--- config.mk ---
export PLATFORM = sky130hd
export DESIGN_NAME = mole_spawner
export DESIGN_NICKNAME = d
export VERILOG_FILES = /design/src/rtl/mole_spawner.sv
export SDC_FILE = /design/constraint.sdc
export NUM_CORES = 1
export LEC_CHECK = 0
export CAP_MARGIN = 20
export CORE_ASPECT_RATIO = 1.4
export CORE_MARGIN = 4
export CORE_UTILIZATION = 40
export CTS_CLUSTER_DIAMETER = 50
export CTS_CLUSTER_SIZE = 20
export DETAILED_ROUTE_END_ITERATION = 12
export PLACE_DENSITY_LB_ADDON = 0.3
export SYNTH_ARGS = -nofsm -noshare
export SYNTH_HDL_FRONTEND = slang
export SYNTH_SLANG_ARGS = --single-unit
--- constraint.sdc ---
create_clock -name clk -period 3 [get_ports clk]
set_input_delay 0.45 -clock clk [delete_from_list [all_inputs] [get_ports clk]]
set_output_delay 0.45 -clock clk [all_outputs]
set_load 0.01 [all_outputs]
--- src/rtl/mole_spawner.sv ---
// mole_spawner: turns the free-running random index into timed mole
// appearances, watches the player buttons for hits and keeps a saturating
// per-game score. All outputs are registered.
module mole_spawner #(
    parameter int HOLE_W     = 4,
    parameter int GAP_CYCLES = 4,
    parameter int UP_CYCLES  = 8,
    parameter int ROUNDS     = 3,
    parameter int SCORE_W    = 8
) (
    input  logic                   clk,
    input  logic                   rst_n,
    input  logic [4:0]             rand_val,
    input  logic                   start,
    input  logic                   abort,
    input  logic [(2**HOLE_W)-1:0] whack,
    output logic [(2**HOLE_W)-1:0] mole,
    output logic                   hit,
    output logic                   miss,
    output logic                   done,
    output logic                   busy,
    output logic [SCORE_W-1:0]     score
);

    localparam int NUM_HOLES = 2**HOLE_W;
    localparam int MAX_T     = (GAP_CYCLES > UP_CYCLES) ? GAP_CYCLES : UP_CYCLES;
    localparam int TIMER_W   = (MAX_T > 1) ? $clog2(MAX_T) : 1;
    localparam int ROUND_W   = $clog2(ROUNDS + 1);

    localparam logic [TIMER_W-1:0] GAP_LOAD   = TIMER_W'(GAP_CYCLES - 1);
    localparam logic [TIMER_W-1:0] UP_LOAD    = TIMER_W'(UP_CYCLES - 1);
    localparam logic [ROUND_W-1:0] ROUND_LAST = ROUND_W'(ROUNDS);

    typedef enum logic [1:0] {
        IDLE,
        GAP,
        UP
    } state_t;

    state_t state, state_next;

    logic [TIMER_W-1:0]   timer, timer_next;
    logic [ROUND_W-1:0]   round, round_next;
    logic [HOLE_W-1:0]    last_hole, last_hole_next;
    logic [NUM_HOLES-1:0] whack_q;
    logic [NUM_HOLES-1:0] mole_next;
    logic                 hit_next, miss_next, done_next, busy_next;
    logic [SCORE_W-1:0]   score_next;

    logic [NUM_HOLES-1:0] strike;
    logic                 hit_ev, wrong_ev, timeout, last_round;
    logic [ROUND_W-1:0]   round_inc;
    logic [HOLE_W-1:0]    h_raw, h_spawn;
    logic                 unused_rand;

    // Upper random bits are intentionally ignored when HOLE_W < 5.
    assign unused_rand = ^rand_val;

    assign strike     = whack & ~whack_q;
    assign hit_ev     = |(strike & mole);
    assign wrong_ev   = |(strike & ~mole);
    assign timeout    = (timer == '0);
    assign round_inc  = round + 1'b1;
    assign last_round = (round_inc == ROUND_LAST);
    assign h_raw      = rand_val[HOLE_W-1:0];
    // Never light the same hole twice in a row; wraps naturally at HOLE_W bits.
    assign h_spawn    = (h_raw == last_hole) ? h_raw + 1'b1 : h_raw;

    // State register
    always_ff @(posedge clk) begin
        if (!rst_n) begin
            state <= IDLE;
        end else begin
            state <= state_next;
        end
    end

    // Next-state selection; abort overrides everything else
    always_comb begin
        state_next = state;
        if (abort) begin
            state_next = IDLE;
        end else begin
            case (state)
                IDLE: if (start) state_next = GAP;
                GAP:  if (timeout) state_next = UP;
                UP: begin
                    if (hit_ev || timeout) begin
                        state_next = last_round ? IDLE : GAP;
                    end
                end
                default: state_next = IDLE;
            endcase
        end
    end

    // Next values of timer, counters and registered outputs
    always_comb begin
        timer_next     = timer;
        round_next     = round;
        last_hole_next = last_hole;
        mole_next      = mole;
        hit_next       = 1'b0;
        miss_next      = 1'b0;
        done_next      = 1'b0;
        busy_next      = busy;
        score_next     = score;
        if (abort) begin
            timer_next = '0;
            mole_next  = '0;
            busy_next  = 1'b0;
        end else begin
            case (state)
                IDLE: begin
                    if (start) begin
                        timer_next = GAP_LOAD;
                        score_next = '0;
                        round_next = '0;
                        busy_next  = 1'b1;
                    end
                end
                GAP: begin
                    if (timeout) begin
                        mole_next          = '0;
                        mole_next[h_spawn] = 1'b1;
                        last_hole_next     = h_spawn;
                        timer_next         = UP_LOAD;
                    end else begin
                        timer_next = timer - 1'b1;
                    end
                end
                UP: begin
                    // A correct strike wins over a simultaneous timeout.
                    if (hit_ev || timeout) begin
                        hit_next   = hit_ev;
                        miss_next  = ~hit_ev;
                        mole_next  = '0;
                        round_next = round_inc;
                        if (hit_ev && (score != '1)) begin
                            score_next = score + 1'b1;
                        end
                        if (last_round) begin
                            done_next = 1'b1;
                            busy_next = 1'b0;
                        end else begin
                            timer_next = GAP_LOAD;
                        end
                    end else begin
                        miss_next  = wrong_ev;
                        timer_next = timer - 1'b1;
                    end
                end
                default: begin
                    mole_next = '0;
                    busy_next = 1'b0;
                end
            endcase
        end
    end

    // Datapath and output registers; button history tracks inputs even in reset
    always_ff @(posedge clk) begin
        whack_q <= whack;
        if (!rst_n) begin
            timer     <= '0;
            round     <= '0;
            last_hole <= '0;
            mole      <= '0;
            hit       <= 1'b0;
            miss      <= 1'b0;
            done      <= 1'b0;
            busy      <= 1'b0;
            score     <= '0;
        end else begin
            timer     <= timer_next;
            round     <= round_next;
            last_hole <= last_hole_next;
            mole      <= mole_next;
            hit       <= hit_next;
            miss      <= miss_next;
            done      <= done_next;
            busy      <= busy_next;
            score     <= score_next;
        end
    end

endmodule

==> qor.yml, run 1 <==
outcome:
  status: "finished clean"
critical_path:
  cp_slowest_stage_delay_ns: 0.77
  cp_num_buf_inv: 1
  cp_max_fo: 9
  r2r_cells: 8
  critPathKind: "in -> reg"
  slowest_stage: "or4_1"
  arrival_ns: 2.62
  crit_end: "timer[0]$_SDFFE_PP0P_"
  crit_chain: "clkdlybuf4s50_1 > nand3b_1 > nand4_1 > or4_1 > a2bb2oi_2 > a2111oi_2 > a211oi_1"
  crit_required_ns: 3.18
  r2r_slack_ns: 0.70
  cp-start-kind: "primary input"
  r2r-start: "state[0]$_SDFFE_PP0P_"
  startpoint: "whack[11]"
  r2r_end: "score[4]$_SDFFE_PN0P_"
  end_kind: "flop"
  crit_cells: 7
  cp_top_family: "simple AND/OR/NAND/NOR gates"
drt:
  first_iter_violations: 100
  drc: 0
  ant_nets: 0
  vias: 2350
  drt_wl_total_um: 6222
  drt-vias-per-instance: 5.234
  first_pass_iters: 5
  wire_per_inst_um: 13.86
finish:
  final_area_mm2: 0.003496
  antenna_cells: 0
  final_nets: 390
  syn2layout_area_growth_pct: 26.20
  drive_gt1_share_pct: 8.123
global_route:
  grt.total_usage_pct: 15.48
  antenna_found_initial: 0
  grt_max_degree: 19
  grt_pass1_vias: 2329
  grt-ovfl-total: 0
  grt_pass1_wl_um: 10720
clock_network:
  htree_levels: 2
  cts_setup_buffers: 0
  cts_hold_buf: 0
  root_buffer: "clkbuf_8"
  clk_pin_slew_worst_paths_ns: 0.09
  cts_resized: 0
  cts.path.max_buffers: 2
  cts.sinks: 55
  cts_tree: "built"
  numCtsBuffers: 5
  clk_latency_ns: 0.30
sta:
  rsz0062_at_grt: "no"
  period_share_pct: 81.45
  final_hold_viol_count: 0
  skew_ns: 0.004806
  fmax_mhz: 409.2
  drv_slew: 0
  period_needed_ns: 2.444
  tns_ns: 0
  worst_slew_pin_slew_ns: 0.7873
  timing.slew.headroom_pct: 47.40
  setup_viol: 0
placement:
  place_area_mm2: 0.003378
  dpl.hpwl_um: 4750
  io_buffer_count: 51
  gp_congestion: 0.7690
power:
  total_power_mw: 1.454
  p_leak_nw: 1.282
  powerDensity_mw_per_mm2: 415.8
  irDropWorstVdd_uv: 226.1
floorplanning:
  core_area_mm2: 0.006656
  die_area_mm2: 0.008339
  die_y_um: 106.5
  num_rows: 35
  start_util_pct: 41.62
  num_io_pins: 53
  fp.dieW_um: 78.33
synthesis:
  synth_ff_type: "dfxtp_1"
  syn_inst: 304
  yosysSeqAreaShare_pct: 39.75
  synth.top_cell.area_share_pct: 39.75
  netlist_top_cells_area: "dfxtp_1 (40%), nand3b_1 (4.6%), nor3b_1 (4.6%)"
  synthDistinctLibCells: 53
  synth-edff-count: 0
  synth.most_common_cell: "dfxtp_1"
  async_flop_share_pct: 0
  avgSynthCellArea_um2: 9.112
  synth.cells.most_frequent: "dfxtp_1 (55), nor2_1 (19), nand2_1 (17), nand3b_1 (17), nor3b_1 (17)"
  ys_ff_latch: 55
  netlist_area_mm2: 0.002770
  synth_nets: 338
  yosysTopAreaCell: "dfxtp_1"
  ys_warn_count: 0
run:
  maxCapViolCount: 0
hold_path:
  hold_class: "reg -> reg"
-- per-stage QoR --
stage	instances	setup WS (ns)	hold slack (ns)	utilization [%]
floorplan	304	0.9898	0.4668	-
global placement	441	0.2822	0.4850	50.75
detailed placement	441	0.2630	0.5014	50.75
CTS	449	0.5664	0.5184	52.52
global route	449	0.4054	0.5408	52.52
finish	449	0.5565	0.5130	52.52
-- worst register-to-register path: stages, from the launching register on --
cell and delay (ns):
dfxtp_1 0.35, inv_1 0.09, ha_1 0.48, mux2i_1 0.13
or2_2 0.34, a31oi_2 0.39, nand4_1 0.19, xor2_1 0.16
nor2_1 0.05
-- cells in the final DEF (no fill, tap or decap), drive strengths merged, types with 7 or more instances in the layout --
cell type / instances
nor3b: 17
nor3: 8
xnor2: 7
xor2: 7
nor2: 19
a21oi: 16
nand2: 17
clkdlybuf4s50: 51
inv: 11
dfxtp: 55
nand3b: 17
ha: 9
buf: 9
a22o: 9
nand4: 10
nand3: 11
o21ai: 14
-- layer usage --
metal,wire length [µm],GRT usage (%),share of wire (%),up-vias
li1,-,-,-,1203
met1,2869,19.51,46,1093
met2,3001,26.84,48,49
met3,280,2.797,4.5,5
met4,70,4.375,1.1,0
met5,0,0,0,-
-- area by class of cell --
| cell class | count | area [µm²] |
|---|---|---|
| fill | 647 | 3161 |
| inverter | 11 | 41.29 |
| clock buffer | 6 | 82.58 |
| sequential | 55 | 1101 |
| clock inverter | 2 | 35.03 |
| multi-input combinational | 223 | 1543 |
| tap | 92 | 115.1 |
| timing repair buffer | 60 | 578.1 |
-- power by group --
part | internal [mW] | switching [mW]
clock | 0.270 | 0.234
sequential | 0.748 | 0.00934
combinational | 0.0889 | 0.103
total | 1.11 | 0.346
-- flip-flops by register name, indices dropped and copies added (netlist names) --
register,flops
state,2
score,8
miss,1
done,1
mole,16
timer,3
hit,1
round,2
busy,1
whack_q,16
last_hole,4
-- cells by family after synthesis --
group	after synthesis	share of synthesized area (%)
fa+ha+maj	9	4.065
compound gates	65	17.21
buf+inv	26	4.561
flops	55	39.75
simple gates	130	27.64
xor+xnor	14	4.968
mux	5	1.807
-- worst min-delay path by stage --
stage | start | to | cells after the start
final | mole[10]$_SDFFE_PP0P_ | mole[10]$_SDFFE_PP0P_ | 2
after global routing | mole[9]$_SDFFE_PP0P_ | mole[9]$_SDFFE_PP0P_ | 2
after CTS | mole[10]$_SDFFE_PP0P_ | mole[10]$_SDFFE_PP0P_ | 2
after detailed placement | busy$_SDFFE_PP0P_ | busy$_SDFFE_PP0P_ | 1
after global placement | busy$_SDFFE_PP0P_ | busy$_SDFFE_PP0P_ | 1
after floorplan | timer[1]$_SDFFE_PP0P_ | timer[1]$_SDFFE_PP0P_ | 2
(Power assumes the default switching activity.)
==> inputs of run 2 (changes only) <==
==> constraint.sdc (replaced) <==
create_clock -name clk -period 2.1 [get_ports clk]
set_input_delay 0.315 -clock clk [delete_from_list [all_inputs] [get_ports clk]]
set_output_delay 0.315 -clock clk [all_outputs]
set_load 0.01 [all_outputs]
==> qor.yml, run 2 (synthesis gave the netlist of run 1 again) <==
sta:
  skew_ns: 0.01166
  period_share_pct: 96.24
  fmax_mhz: 494.8
  period_needed_ns: 2.021
  worst_slew_pin_slew_ns: 0.4393
  final_hold_viol_count: 0
  drv_slew: 0
  tns_ns: 0
  rsz0062_at_grt: "yes"
  setup_viol: 0
  fin_ws_ns: 0.07892
  timing.slew.headroom_pct: 70.63
finish:
  multi_input_area_mm2: 0.001572
  syn2layout_area_growth_pct: 38.35
  final_common_cell: "dfxtp_1"
  layout_common_cells: "dfxtp_1 (55), clkdlybuf4s50_1 (50), buf_4 (50)"
  top_regs: "mole x16, whack_q x16, score x8"
  final_nets: 433
  drive_gt1_share_pct: 19.50
  regArea_mm2: 0.001101
  fill_cells: 607
  antenna_cells: 0
drt:
  drc: 0
  met1_length_um: 3032
  vias: 2526
  top_layer: "met4"
  wire_per_inst_um: 13.58
  first_iter_violations: 65
  drt-vias-per-instance: 5.134
  first_pass_iters: 4
  routed-wl-met3_um: 287
  drt_wl_total_um: 6679
  wl_met2_um: 3230
  ant_nets: 0
critical_path:
  cp_max_fo: 13
  crit_chain: "clkdlybuf4s50_1 > nand3b_1 > nand4_1 > or4_4 > buf_8 > o21ai_4 > buf_6 > and3_1 > a31o_2"
  crit_required_ns: 2.36
  end_kind: "flop"
  arrival_ns: 2.29
  critPathKind: "in -> reg"
  cp-start-kind: "primary input"
  cp_slowest_stage_delay_ns: 0.56
  slowest_stage: "or4_4"
floorplanning:
  start_util_pct: 41.62
  die_y_um: 106.5
  num_rows: 35
  die_area_mm2: 0.008339
  fp.dieW_um: 78.33
  num_io_pins: 53
  core_area_mm2: 0.006656
global_route:
  antenna_found_initial: 0
  grt.total_usage_pct: 16.48
  grt_pass1_wl_um: 11180
  grt_pass1_vias: 2404
  grt_max_degree: 18
  grt-ovfl-total: 0
placement:
  gp_congestion: 0.8561
  dp_slack_ns: -0.3902
  dpl.hpwl_um: 5296
  io_buffer_count: 51
outcome:
  status: "finished clean"
power:
  powerDensity_mw_per_mm2: 521.4
  p_leak_nw: 1.492
  irDropWorstVdd_uv: 376.3
clock_network:
  cts_tree: "built"
  htree_levels: 2
  root_buffer: "clkbuf_8"
  cts.path.max_buffers: 2
  clk_latency_ns: 0.31
  cts.sinks: 55
  numCtsBuffers: 5
  clk_pin_slew_worst_paths_ns: 0.10
run:
  maxCapViolCount: 0
hold_path:
  hold_class: "in -> reg"
-- run 2: worst max-delay path: cells and delay by family --
| family | cells | cell delay, ns |
|---|---|---|
| buffers and inverters | 3 | 0.77 |
| AND/OR/NAND/NOR | 4 | 0.91 |
| AO/OA/AOI/OAI | 2 | 0.27 |
-- run 2: layer usage --
| metal | GRT usage (%) | up-vias |
|---|---|---|
| met3 | 3.390 | 11 |
| met5 | 0 | - |
| li1 | - | 1291 |
| met4 | 5.125 | 0 |
| met1 | 20.84 | 1166 |
| met2 | 27.94 | 58 |
-- run 2: power breakdown --
group          internal (mW)  switching, mW
Combinational          0.168          0.162
Clock                  0.233          0.352
Sequential              1.07         0.0138
-- run 2: cell type report --
class	count	area share (%)
clock inverter	3	0.5224
timing repair buffer	103	23.87
sequential	55	28.73
tap	92	3.004
clock buffer	5	1.796
multi-input combinational	223	41.01
inverter	11	1.077
-- run 2: stage by stage --
step / power [mW] / instance area, µm² / util (%) / hold slack, ns / cells
final: 1.998 / 3832 / 57.58 / 0.1702 / 492
after global routing: 2.104 / 3832 / 57.58 / 0.1698 / 492
after CTS: 2.021 / 3807 / 57.20 / 0.4840 / 492
after detailed placement: 1.428 / 3701 / 55.60 / 0.4928 / 484
after global placement: 1.422 / 3701 / 55.60 / 0.4849 / 484
after floorplan: 1.283 / 2770 / - / 0.3427 / 304
-- run 2: final timing paths --
check | startpoint | slack (ns) | to | cells after the start
setup / recovery | whack[14] | 0.08 | mole[5]$_SDFFE_PP0P_ | 9
hold / removal | whack[1] | 0.17 | whack_q[1]$_DFF_P_ | 1
hold reg to reg | busy$_SDFFE_PP0P_ | 0.51 | busy$_SDFFE_PP0P_ | 1
setup reg to reg | whack_q[2]$_DFF_P_ | 0.16 | mole[5]$_SDFFE_PP0P_ | 8
-- run 2: what timing repair did --
action	in CTS	in global routing
setup endpoints to repair	11	11
buffers inserted	0	0
hold buffers	0	0
resized for setup	4	7
pin swaps	1	3
==> inputs of run 3 (changes only) <==
--- a/config.mk
+++ b/config.mk
@@ -9,6 +9,7 @@
 export CORE_ASPECT_RATIO = 1.4
 export CORE_MARGIN = 4
 export CORE_UTILIZATION = 40
+export CTS_BUF_LIST = sky130_fd_sc_hd__clkbuf_4 sky130_fd_sc_hd__clkbuf_8 sky130_fd_sc_hd__clkbuf_16
 export CTS_CLUSTER_DIAMETER = 50
 export CTS_CLUSTER_SIZE = 20
 export DETAILED_ROUTE_END_ITERATION = 12
==> results of run 3 <==
No change in the layout: final DEF, timing and power equal those of run 2.
